--- src/rtl/dispatch_stage_pkg.sv ---
// Shared instruction layout for the dispatch stage and the issue queue it feeds.
// Input uop is {UOP, BrM, Tag, prd, pr2, pr1}; the queue format appends {val, p2, p1}.
package dispatch_stage_pkg;

    localparam int UOP_W  = 7;
    localparam int STAT_W = 3;
    localparam int SLOTS  = 4;
    localparam int LANES  = 4;

    localparam int P1_BIT  = 0;
    localparam int P2_BIT  = 1;
    localparam int VAL_BIT = 2;

    typedef struct packed {
        logic val;
        logic p2;
        logic p1;
    } stat_t;

    function automatic int inst_in_width(input int wr, input int wt, input int wb);
        return UOP_W + wb + wt + 3 * wr;
    endfunction

    function automatic int pr1_lsb(input int wr);
        return 0 * wr;
    endfunction

    function automatic int pr2_lsb(input int wr);
        return wr;
    endfunction

    function automatic int prd_lsb(input int wr);
        return 2 * wr;
    endfunction

    function automatic int brm_lsb(input int wr, input int wt);
        return 3 * wr + wt;
    endfunction

endpackage

--- src/rtl/dispatch_stage_busy.sv ---
// Physical-register busy table: 8 read ports with writeback bypass,
// 4 clear (writeback) ports, 4 set (allocation) ports; flush > set > clear.
module dispatch_stage_busy
    import dispatch_stage_pkg::*;
#(
    parameter int WIDTH_REG = 6
) (
    input  logic                                i_clk,
    input  logic                                i_rst_n,
    input  logic [7:0][WIDTH_REG-1:0]           i_rd_addr,
    output logic [7:0]                          o_rd_ready,
    input  logic [LANES-1:0][WIDTH_REG-1:0]     i_clr_addr,
    input  logic [SLOTS-1:0][WIDTH_REG-1:0]     i_set_addr,
    input  logic [SLOTS-1:0]                    i_set_en,
    input  logic                                i_flush
);

    localparam int NREG = 1 << WIDTH_REG;

    logic [NREG-1:0] busy;
    logic [NREG-1:0] busy_nxt;

    always_comb begin
        // NOTE: start from a full default so no path through the loops leaves busy_nxt unassigned (no latch).
        busy_nxt = busy;
        for (int l = 0; l < LANES; l++)
            if (i_clr_addr[l] != '0) busy_nxt[i_clr_addr[l]] = 1'b0;
        for (int s = 0; s < SLOTS; s++)
            if (i_set_en[s] && i_set_addr[s] != '0) busy_nxt[i_set_addr[s]] = 1'b1;
        if (i_flush) busy_nxt = '0;
        busy_nxt[0] = 1'b0;
    end

    // NOTE: the table is plain flops, not a RAM, so it is reset like any other state.
    always_ff @(posedge i_clk or negedge i_rst_n) begin
        if (!i_rst_n) busy <= '0;
        else          busy <= busy_nxt;
    end

    always_comb begin
        o_rd_ready = '0;
        for (int p = 0; p < 8; p++) begin
            o_rd_ready[p] = (i_rd_addr[p] == '0) || !busy[i_rd_addr[p]];
            for (int l = 0; l < LANES; l++)
                if (i_clr_addr[l] != '0 && i_clr_addr[l] == i_rd_addr[p]) o_rd_ready[p] = 1'b1;
        end
    end

endmodule

--- src/rtl/dispatch_stage.sv ---
// Dispatch stage: readiness from busy table + wakeup, intra-packet dependency
// override, and a held output packet with in-place wakeup, branch kill and stall.
module dispatch_stage
    import dispatch_stage_pkg::*;
#(
    parameter  int WIDTH_REG = 6,
    parameter  int WIDTH_TAG = 5,
    parameter  int WIDTH_BRM = 4,
    localparam int WIDTH_IN  = inst_in_width(WIDTH_REG, WIDTH_TAG, WIDTH_BRM),
    localparam int WIDTH     = WIDTH_IN + STAT_W
) (
    input  logic                         i_clk,
    input  logic                         i_rst_n,
    input  logic [WIDTH_IN-1:0]          i_inst1,
    input  logic [WIDTH_IN-1:0]          i_inst2,
    input  logic [WIDTH_IN-1:0]          i_inst3,
    input  logic [WIDTH_IN-1:0]          i_inst4,
    input  logic [3:0]                   i_valid,
    input  logic                         i_en,
    input  logic                         i_stall,
    input  logic [4*WIDTH_REG-1:0]       i_wdest4x,
    input  logic [WIDTH_BRM-1:0]         i_BrKill,
    input  logic                         i_flush,
    output logic [WIDTH-1:0]             o_inst1,
    output logic [WIDTH-1:0]             o_inst2,
    output logic [WIDTH-1:0]             o_inst3,
    output logic [WIDTH-1:0]             o_inst4,
    output logic                         o_en,
    output logic                         o_ready
);

    localparam int PR1_LSB = pr1_lsb(WIDTH_REG);
    localparam int PR2_LSB = pr2_lsb(WIDTH_REG);
    localparam int PRD_LSB = prd_lsb(WIDTH_REG);
    localparam int BRM_LSB = brm_lsb(WIDTH_REG, WIDTH_TAG);

    function automatic logic wake_hit(input logic [WIDTH_REG-1:0] r,
                                      input logic [4*WIDTH_REG-1:0] wd);
        logic hit;
        hit = 1'b0;
        for (int l = 0; l < LANES; l++)
            if (wd[l*WIDTH_REG +: WIDTH_REG] != '0 && wd[l*WIDTH_REG +: WIDTH_REG] == r) hit = 1'b1;
        return hit;
    endfunction

    logic [SLOTS-1:0][WIDTH_IN-1:0]  in_inst;
    logic [SLOTS-1:0][WIDTH_REG-1:0] in_pr1, in_pr2, in_prd;
    logic [SLOTS-1:0][WIDTH_BRM-1:0] in_brm;
    logic [SLOTS-1:0]                dep1, dep2;
    logic [7:0][WIDTH_REG-1:0]       rd_addr;
    logic [7:0]                      rd_ready;
    logic [LANES-1:0][WIDTH_REG-1:0] clr_addr;
    logic                            acc;

    logic [SLOTS-1:0][WIDTH_IN-1:0]  held_inst;
    stat_t [SLOTS-1:0]               held_stat;
    stat_t [SLOTS-1:0]               out_stat;
    logic                            en_q;

    assign in_inst  = {i_inst4, i_inst3, i_inst2, i_inst1};
    assign clr_addr = i_wdest4x;
    assign o_en     = en_q;
    assign o_ready  = ~(en_q & i_stall);
    assign acc      = i_en & o_ready & ~i_flush;

    always_comb begin
        in_pr1 = '0;
        in_pr2 = '0;
        in_prd = '0;
        in_brm = '0;
        for (int k = 0; k < SLOTS; k++) begin
            in_pr1[k] = in_inst[k][PR1_LSB +: WIDTH_REG];
            in_pr2[k] = in_inst[k][PR2_LSB +: WIDTH_REG];
            in_prd[k] = in_inst[k][PRD_LSB +: WIDTH_REG];
            in_brm[k] = in_inst[k][BRM_LSB +: WIDTH_BRM];
            rd_addr[k]         = in_pr1[k];
            rd_addr[SLOTS + k] = in_pr2[k];
        end
    end

    // An older valid slot writing a source register makes that source not-ready,
    // regardless of busy state or a same-cycle writeback of the old value.
    always_comb begin
        dep1 = '0;
        dep2 = '0;
        for (int k = 0; k < SLOTS; k++)
            for (int j = 0; j < SLOTS; j++)
                if (j < k && i_valid[j] && in_prd[j] != '0) begin
                    if (in_prd[j] == in_pr1[k]) dep1[k] = 1'b1;
                    if (in_prd[j] == in_pr2[k]) dep2[k] = 1'b1;
                end
    end

    dispatch_stage_busy #(.WIDTH_REG(WIDTH_REG)) u_busy (
        .i_clk      (i_clk),
        .i_rst_n    (i_rst_n),
        .i_rd_addr  (rd_addr),
        .o_rd_ready (rd_ready),
        .i_clr_addr (clr_addr),
        .i_set_addr (in_prd),
        .i_set_en   (i_valid & {SLOTS{acc}}),
        .i_flush    (i_flush)
    );

    // The presented status folds in this cycle's wakeup and kill; holding a
    // packet re-registers exactly that view.
    always_comb begin
        out_stat = '0;
        for (int k = 0; k < SLOTS; k++) begin
            out_stat[k].val = held_stat[k].val &
                              ~|(held_inst[k][BRM_LSB +: WIDTH_BRM] & i_BrKill);
            out_stat[k].p2  = held_stat[k].p2 |
                              wake_hit(held_inst[k][PR2_LSB +: WIDTH_REG], i_wdest4x);
            out_stat[k].p1  = held_stat[k].p1 |
                              wake_hit(held_inst[k][PR1_LSB +: WIDTH_REG], i_wdest4x);
        end
    end

    always_ff @(posedge i_clk or negedge i_rst_n) begin
        if (!i_rst_n) begin
            en_q      <= 1'b0;
            held_inst <= '0;
            held_stat <= '0;
        end else if (i_flush) begin
            en_q <= 1'b0;
        end else if (acc) begin
            en_q      <= 1'b1;
            held_inst <= in_inst;
            for (int k = 0; k < SLOTS; k++) begin
                held_stat[k].val <= i_valid[k] & ~|(in_brm[k] & i_BrKill);
                held_stat[k].p2  <= rd_ready[SLOTS + k] & ~dep2[k];
                held_stat[k].p1  <= rd_ready[k] & ~dep1[k];
            end
        end else if (en_q) begin
            en_q      <= i_stall;
            held_stat <= out_stat;
        end
    end

    assign o_inst1 = {held_inst[0], out_stat[0]};
    assign o_inst2 = {held_inst[1], out_stat[1]};
    assign o_inst3 = {held_inst[2], out_stat[2]};
    assign o_inst4 = {held_inst[3], out_stat[3]};

endmodule
--- config.mk ---
export PLATFORM = sky130hd
export DESIGN_NAME = dispatch_stage
export DESIGN_NICKNAME = d
export VERILOG_FILES = /design/src/rtl/dispatch_stage_pkg.sv /design/src/rtl/dispatch_stage_busy.sv /design/src/rtl/dispatch_stage.sv
export SDC_FILE = /design/constraint.sdc
export NUM_CORES = 1
export LEC_CHECK = 0
export BUFFER_PORTS_ARGS = -buffer_cell sky130_fd_sc_hd__buf_2
export CAP_MARGIN = 20
export CORE_UTILIZATION = 54
export CTS_CLUSTER_SIZE = 25
export DETAILED_ROUTE_END_ITERATION = 10
export PLACE_DENSITY_LB_ADDON = 0.15
export SLEW_MARGIN = 20
export SYNTH_ARGS = -nofsm -noshare
export SYNTH_HDL_FRONTEND = slang
export SYNTH_SLANG_ARGS = --single-unit
--- constraint.sdc ---
create_clock -name i_clk -period 1.85 [get_ports i_clk]
set_input_delay 0.0925 -clock i_clk [delete_from_list [all_inputs] [get_ports i_clk]]
set_output_delay 0.0925 -clock i_clk [all_outputs]
set_load 0.02 [all_outputs]
==> results of run 1 <==
layer usage:
metal,overflow,GRT usage (%)
met1,0,78.8
met2,2,91.6
met3,0,59.9
met4,5,70.5
met5,0,22.9
through the flow:
stage / hold WS [ns] / utilization, % / std cells
floorplan: -0.203 / - / 2688
global placement: 0.0627 / 70.0 / 3798
detailed placement: 0.0696 / 70.0 / 3798
CTS: 0.00634 / 79.5 / 4014
cell families after synthesis:
logic type,after synthesis
simple gates,1050
compound gates,468
xor+xnor,456
buf+inv,325
flops,212
mux,177
repair_timing:
action,4_1_cts
gates resized for setup,337
setup buffers,82
hold buffers,98
pin swaps,156
endpoints found under the setup margin,74
gates cloned,1
endpoints found under the hold margin,310
==> results by group, run 1 <==
Outcome
  • Status: stopped before the end
  • Last step reached: global routing
  • Error: [ERROR GRT-0232] Routing congestion too high. Check the congestion heatmap in the GUI.

Yosys
  • Synth Area in Compound Gates: 14.3%
  • Top-area cell type share of the netlist area: 24.0%
  • Net Count, Synth: 2861
  • Largest family of logic cells by synthesized area: simple AND/OR/NAND/NOR gates
  • Number of synthesized flops with an enable pin: 0
  • Synth Instances: 2688
  • Count leader, synth: nand2_1
  • Post-Syn Area: 0.0221 sq mm
  • Area leader, netlist: dfrtp_1
  • Main synth FF type: dfrtp_1
  • Synth top cells by count: nand2_1, xor2_1, dfrtp_1
  • Warnings, synthesis: 0
  • Avg Cell Area, Syn: about 8.2 sq um
  • Synth Area in Simple Gates: 23.2%
  • Seq/Total Area, Yosys: 24.0%
  • FFs w/ async S/R, synth: 100%
  • Flops & latches, synth: approximately 210
  • Top post-synthesis cells by area: dfrtp_1, xor2_1, mux4_2
  • Mux contribution to synthesized area: roughly 14%
  • Synth Area in Adders: 0%
  • Distinct cells, synth: 71
  • Synth Area in XOR/XNOR: 18.1%

Place
  • Setup WS pre-CTS: -0.558 ns
  • Port-buffer cells: 322
  • Gpl congestion: 1.10
  • DP HPWL: 87200 um
  • Dpl cell area: between 0.02 and 0.03 sq mm

Clock tree
  • Htree depth: 1
  • Max clock buf depth: 3
  • Clock tree sinks: 212
  • Num CTS Buffers: 27
  • Clk root buf: clkbuf_16

STA
  • Post-GRT worst EP: o_inst3[0]
  • Worst-path endpoint category: output port

GRT
  • Largest net degree at the start of global routing: 114
  • Total Routing Usage GR: 75.6%
  • Gr ovfl total: 7

Floorplanning
  • Die Ht: 204 um
  • Ports: 323
  • Starting density of the core: a little under three fifths
  • Chip width: 204 um
  • Row count: 73
==> inputs of run 2 (changes only) <==
--- a/config.mk
+++ b/config.mk
@@ -7,8 +7,7 @@
 export LEC_CHECK = 0
 export BUFFER_PORTS_ARGS = -buffer_cell sky130_fd_sc_hd__buf_2
 export CAP_MARGIN = 20
-export CORE_UTILIZATION = 54
-export CTS_CLUSTER_SIZE = 25
+export CORE_UTILIZATION = 40
 export DETAILED_ROUTE_END_ITERATION = 10
 export PLACE_DENSITY_LB_ADDON = 0.15
 export SLEW_MARGIN = 20
==> constraint.sdc (replaced) <==
create_clock -name i_clk -period 2.4 [get_ports i_clk]
set_input_delay 0.12 -clock i_clk [delete_from_list [all_inputs] [get_ports i_clk]]
set_output_delay 0.12 -clock i_clk [all_outputs]
set_load 0.02 [all_outputs]
==> results by group, run 2 <==
Worst setup path
  • Crit-path cells: mux4_2, mux2i_1, o21ai_0, a311oi_2, o22ai_1, a211oi_1
  • Crit Path Class: flop to flop
  • Slowest cell delay on critical path: 0.57 ns
  • CP max stage cell: dfrtp_1
  • Startpoint types: flop
  • Crit. End Element: flop
  • FF-to-FF Start: u_busy.busy[37]
  • Worst EP arrival: 2.87 ns
  • Required time worst endpoint: 2.91 ns
  • FF-to-FF setup slack: 0.04 ns
  • RR Endpoint: held_stat[7]
  • Worst-path fanout max: 9
  • Reg2Reg Depth: 6

Yosys
  • Synth Instances: 2688
  • Distinct cells, synth: 71
  • Warnings, synthesis: 0
  • FFs w/ async S/R, synth: 100%
  • Post-Syn Area: 0.0221 sq mm
  • Net Count, Synth: 2861
  • Area leader, netlist: dfrtp_1
  • Top post-synthesis cells by area: dfrtp_1, xor2_1, mux4_2
  • Main synth FF type: dfrtp_1
  • Number of synthesized flops with an enable pin: 0
  • Avg Cell Area, Syn: 8.23 sq um
  • Top-area cell type share of the netlist area: a little under a quarter
  • Synth top cells by count: nand2_1, xor2_1, dfrtp_1
  • Flops & latches, synth: 212
  • Seq/Total Area, Yosys: 24.0%
  • Count leader, synth: nand2_1

Place
  • DP HPWL: ~88000 um
  • Setup WS pre-CTS: -0.341 ns
  • Port-buffer cells: 322
  • Placed Cells: 3639
  • Gpl congestion: 1.03

Routing
  • Post-route DRC violation count: 0
  • Total Wirelength: 119000 um
  • Router iterations before antenna repair: 8
  • Average routed wire per standard cell: 31.4 um
  • Vias per cell: 6.59
  • Post-route ant nets: 0
  • Initial DRC count: about 3200
  • Via Count: 25000

Floorplanning
  • Ports: 323
  • Starting density of the core: 40.8%
  • Core Box Area: 0.0542 sq mm
  • Chip width: 237 um
  • Die Ht: about 240 um
  • Row count: 85
  • Die area: 0.0562 sq mm

Outcome
  • Status: complete, no violations

Power
  • Final Power: 14400 uW
  • Pwr Density: 526 mW/mm^2
  • Lkg Pwr: 0.0115 uW
  • Worst vdd ir: 508 uV

STA
  • Endpoints failing setup: 0
  • RSZ-0062 raised after global routing: yes
  • Final hold vios: 0
  • Final-report max-slew violation count: 0
  • Final period util: 98.2%
  • Worst Clk Skew: 0.0253 ns
  • Setup TNS: 0 ns
  • Slew @ Worst Pin: between 0.8 and 0.9 ns
  • Min Tclk post-route: 2.36 ns
  • Final WS setup: 0.0421 ns
  • Slew Limit Headroom: 46.0%
  • Fmax: 424 MHz

GRT
  • Largest net degree at the start of global routing: 111
  • GR Layer Usage met1: 52.9%
  • Vias in the first global route: between 20000 and 25000
  • GRT busiest layer: met2
  • Met2 track demand over resource: 64.2%
  • Initial antenna violation count: 2
  • Met3 usage: 9.93%
  • Total Routing Usage GR: 41.4%
  • Global-route wire length before repair: 172000 um
  • Gr ovfl total: 0

Clock tree
  • Clk root buf: clkbuf_16
  • Worst skew pair latency: 0.62 ns
  • CTS tree: built
  • Clock tree sinks: 212
  • Max clock buf depth: 3
  • Worst-path clk slew: 0.06 ns
  • Htree depth: 1
  • Num CTS Buffers: 29

Cells and area
  • Max FFs per register: 63
  • Post-route insts no fill: around 3800
  • Layout net count: 3251
  • Final core area utilization: 50.6%
  • Largest Register: u_busy.busy
  • Share of layout cells above drive strength 1: roughly 25%
  • Commonest non-fill, non-tap cell in the layout: nand2_1
  • Most frequent cells in the layout: nand2_1, buf_2, xor2_1, buf_4, dfrtp_1
  • Fill cells: approximately 5200
  • Area grow syn2layout: 24.1%

Run
  • Max-Cap Viols: 0

Hold path
  • Min-Delay Path Class: primary input to flop
  • Hold path startpoint: i_valid[2]
  • WHS Endpoint: held_stat[8]
  • WHS Path Cells: 5
-- run 2: per-stage QoR --
| stage | hold WS (ns) | instance area, sq um |
|---|---|---|
| 6_report | 0.0184 | 27400 |
| 4_1_cts | 0.00214 | 27400 |
| 3_5_place_dp | 0.159 | 25300 |
| 5_1_grt | 0.0306 | 27400 |
| 3_3_place_gp | 0.153 | 25300 |
| 2_1_floorplan | -0.176 | 22100 |
-- run 2: how the worst max path moves through the flow --
| stage | slack [ns] | startpoint | to |
|---|---|---|---|
| finish | 0.04 | u_busy.busy[37] | held_stat[7] |
| detailed placement | -0.34 | i_wdest4x[17] | u_busy.busy[48] |
| global placement | -0.46 | i_wdest4x[17] | u_busy.busy[48] |
| floorplan | 0.34 | o_en | o_inst1[13] |
| global route | -0.03 | o_en | held_stat[11] |
| CTS | 0.02 | o_inst2[6] | o_inst2[0] |
-- run 2: what timing repair did --
action	CTS	global route
setup buffers	0	2
pin swaps	0	1
endpoints found under the setup margin	4	11
hold endpoints to repair	179	0
resized for setup	5	16
hold buffers	102	0
-- run 2: final cells by class --
class | count | area (sq um) | share of cell area, %
Clock inverter | 15 | 179 | 0.652
Sequential cell | 212 | 5310 | 19.4
Inverter | 11 | 41.3 | 0.150
Clock buffer | 35 | 798 | 2.91
Timing Repair Buffer | 673 | 4720 | 17.2
Tap cell | 696 | 871 | 3.17
Antenna cell | 2 | 5.00 | 0.0182
Multi-Input combinational cell | 2151 | 15500 | 56.5
-- run 2: cell families (layout without fill, tap and decap cells) --
group	after synthesis	in the layout	share of synthesized area, %
buffers and inverters	325	734	6.30
muxes	177	177	14.1
DFF	212	212	24.0
and+or+nand+nor	1050	1050	23.2
xor gates and xnor gates	456	456	18.1
other	0	2	0
AOI/OAI and AO/OA	468	468	14.3
-- run 2: report_power, final --
group / internal, uW / switching, uW / total, uW
sequential: 4040 / 654 / 4700
combinational: 1920 / 3220 / 5140
clock: 2680 / 1930 / 4600
total: 8650 / 5800 / 14400
-- run 2: metal layers --
layer / vias to the layer above / wire length (um)
met1: 12300 / 45400
met5: - / 0
met3: 447 / 13200
met2: 1889 / 52900
li1: 10400 / -
met4: 0 / 7530
-- run 2: worst max-delay path, delay by kind of cell, from the launching register on --
| kind | cells | cell delay, ns |
|---|---|---|
| compound gates | 4 | 1.03 |
| flops | 1 | 0.57 |
| mux | 2 | 0.66 |
No activity file was read; power rests on OpenSTA's default activity.
==> inputs of run 3 (changes only) <==
--- a/config.mk
+++ b/config.mk
@@ -7,6 +7,7 @@
 export LEC_CHECK = 0
 export BUFFER_PORTS_ARGS = -buffer_cell sky130_fd_sc_hd__buf_2
 export CAP_MARGIN = 20
+export CORE_ASPECT_RATIO = 1.4
 export CORE_UTILIZATION = 40
 export DETAILED_ROUTE_END_ITERATION = 10
 export PLACE_DENSITY_LB_ADDON = 0.15
==> results by group, run 3 (synthesis results as in run 2) <==
GRT
  • GRT busiest layer: met2
  • Global-route wire length before repair: ~170000 um
  • Largest net degree at the start of global routing: 87
  • Gr ovfl total: 0
  • GR Layer Usage met1: 45.5%
  • Initial antenna violation count: 2
  • Total Routing Usage GR: about two fifths
  • Vias in the first global route: 24400
  • Met3 usage: 7.90%
  • Met2 track demand over resource: 66.9%

Worst setup path
  • Crit-path cells: xor2_1, nor4_1, a22oi_2, nand3_1, buf_2
  • Worst EP arrival: approximately 2.3 ns
  • Crit. End Element: primary output
  • CP max stage cell: dfrtp_1
  • FF-to-FF setup slack: 0.07 ns
  • Slowest cell delay on critical path: 0.55 ns
  • Startpoint types: flop
  • Crit Path Class: flop to primary output
  • Required time worst endpoint: 2.28 ns
  • Worst-path fanout max: 6

STA
  • Smallest hold slack: -0.00717 ns
  • Final WS setup: ~0.034 ns
  • Min Tclk post-route: 2.37 ns
  • Worst Clk Skew: roughly 0.038 ns
  • Endpoints failing setup: 0
  • Slew Limit Headroom: between 30% and 40%
  • RSZ-0062 raised after global routing: no
  • Setup TNS: 0 ns
  • Final-report max-slew violation count: 0
  • Final hold vios: 2
  • Final period util: about 99%
  • Slew @ Worst Pin: 1.02 ns
  • Fmax: 423 MHz

Power
  • Sw frac: approximately two fifths
  • Pwr Density: ~520 mW/mm^2
  • Flop pwr share: 33.5%
  • Worst vdd ir: just over 700 uV
  • Clock share of power: 30.1%
  • Psw: 5680 uW
  • Logic pwr share: 36.4%
  • Int Power: 8330 uW
  • Lkg Pwr: ~0.011 uW

Clock tree
  • Htree depth: 1
  • Clock tree sinks: 212
  • Clk root buf: clkbuf_16
  • Num CTS Buffers: 25
  • Max clock buf depth: 3
  • Worst skew pair latency: 0.63 ns
  • CTS tree: built
  • Worst-path clk slew: 0.07 ns

Routing
  • Router iterations before antenna repair: 6
  • Via Count: ~25000
  • Post-route ant nets: 0
  • Average routed wire per standard cell: 30.6 um
  • Initial DRC count: roughly 2800
  • Post-route DRC violation count: 0
  • Total Wirelength: 116000 um
  • Vias per cell: 6.59

Outcome
  • Status: finished, violations left
  • Failing checks: hold timing

Floorplanning
  • Row count: between 100 and 150
  • Ports: 323
  • Die area: 0.0563 sq mm
  • Starting density of the core: 40.6%
  • Core Box Area: 0.0545 sq mm
  • Chip width: 201 um
  • Die Ht: approximately 280 um

Cells and area
  • Share of layout cells above drive strength 1: 24.1%
  • Post-route cell area: 0.0271 sq mm
  • Area grow syn2layout: 22.6%
  • Largest Register: u_busy.busy
  • Commonest non-fill, non-tap cell in the layout: nand2_1
  • Most frequent cells in the layout: nand2_1, buf_2, xor2_1, buf_4, dfrtp_1
  • Layout net count: 3228
  • Reg area: 0.00531 sq mm
  • Max FFs per register: 63
  • Area occupied by multi-input gates: 0.0155 sq mm
  • Fill cells: 5267

Run
  • Max-Cap Viols: 0

Place
  • Dpl cell area: 0.0251 sq mm
  • DP HPWL: about 85000 um
  • Port-buffer cells: 322
  • Gpl congestion: 1.12
  • Setup WS pre-CTS: around 0.085 ns

Hold path
  • Min-Delay Path Class: primary input to flop
==> run 3: cell count changes in the layout (fill, tap and decap cells not counted), moves of 4 or more <==
cell,change
nor4_2,-6
dfrtp_2,-5
clkbuf_16,-4
buf_4,-20
dlygate4sd3_1,+4
dfrtp_1,+5
nor4_1,+6
==> run 3: cell type report <==
class,count,share of cell area [%]
Antenna cell,2,0.0185
Clock buffer,32,2.59
Clock inverter,11,0.558
Inverter,11,0.152
Multi-Input combinational cell,2151,57.0
Sequential cell,212,19.6
Tap cell,721,3.33
Timing Repair Buffer,654,16.8
==> run 3: repair_timing <==
item	CTS	global route
hold buffers	106	0
setup buffers	0	4
resized for setup	0	6
hold endpoints to repair	255	0
setup endpoints to repair	0	6
==> run 3: layer usage <==
metal	vias to the layer above	part of all wire, %
met5	-	0
met4	0	9.2
met3	607	9.0
met2	1856	47
met1	12200	35
li1	10400	-
==> run 3: stage by stage <==
step / power [uW] / std cells / util [%]
floorplan: 7690 / 2688 / -
global placement: 9470 / 3639 / 46.1
detailed placement: 9560 / 3639 / 46.1
CTS: 13900 / 3788 / 49.7
global route: 14500 / 3792 / 49.8
finish: 14000 / 3794 / 49.8
==> run 3: critical path: cells and delay by family, from the launching register on <==
| family | cells | cell delay, ns |
|---|---|---|
| simple gates | 2 | 0.49 |
| buf+inv | 1 | 0.18 |
| compound gates | 1 | 0.19 |
| xor+xnor | 1 | 0.22 |
| flops | 1 | 0.55 |
==> run 3: path summary, 6_finish.rpt <==
path / startpoint / endpoint / depth (start not counted)
min: i_inst1[3] / o_inst1[6] / 3
max in group asynchronous: i_rst_n / o_inst1[3] / 3
max: o_inst2[9] / o_inst2[1] / 5
max reg2reg: u_busy.busy[63] / held_stat[4] / 7
min in group asynchronous: i_rst_n / o_inst3[30] / 2
min reg2reg: o_inst2[32] / o_inst2[32] / 2
==> run 3: power by group through the flow <==
stage	clock [uW]	combinational, uW	sequential [uW]
after global routing	4370	5370	4740
after detailed placement	0	4820	4740
after floorplan	0	2820	4870
after CTS	4220	4970	4680
after global placement	0	4740	4720
final	4210	5090	4700
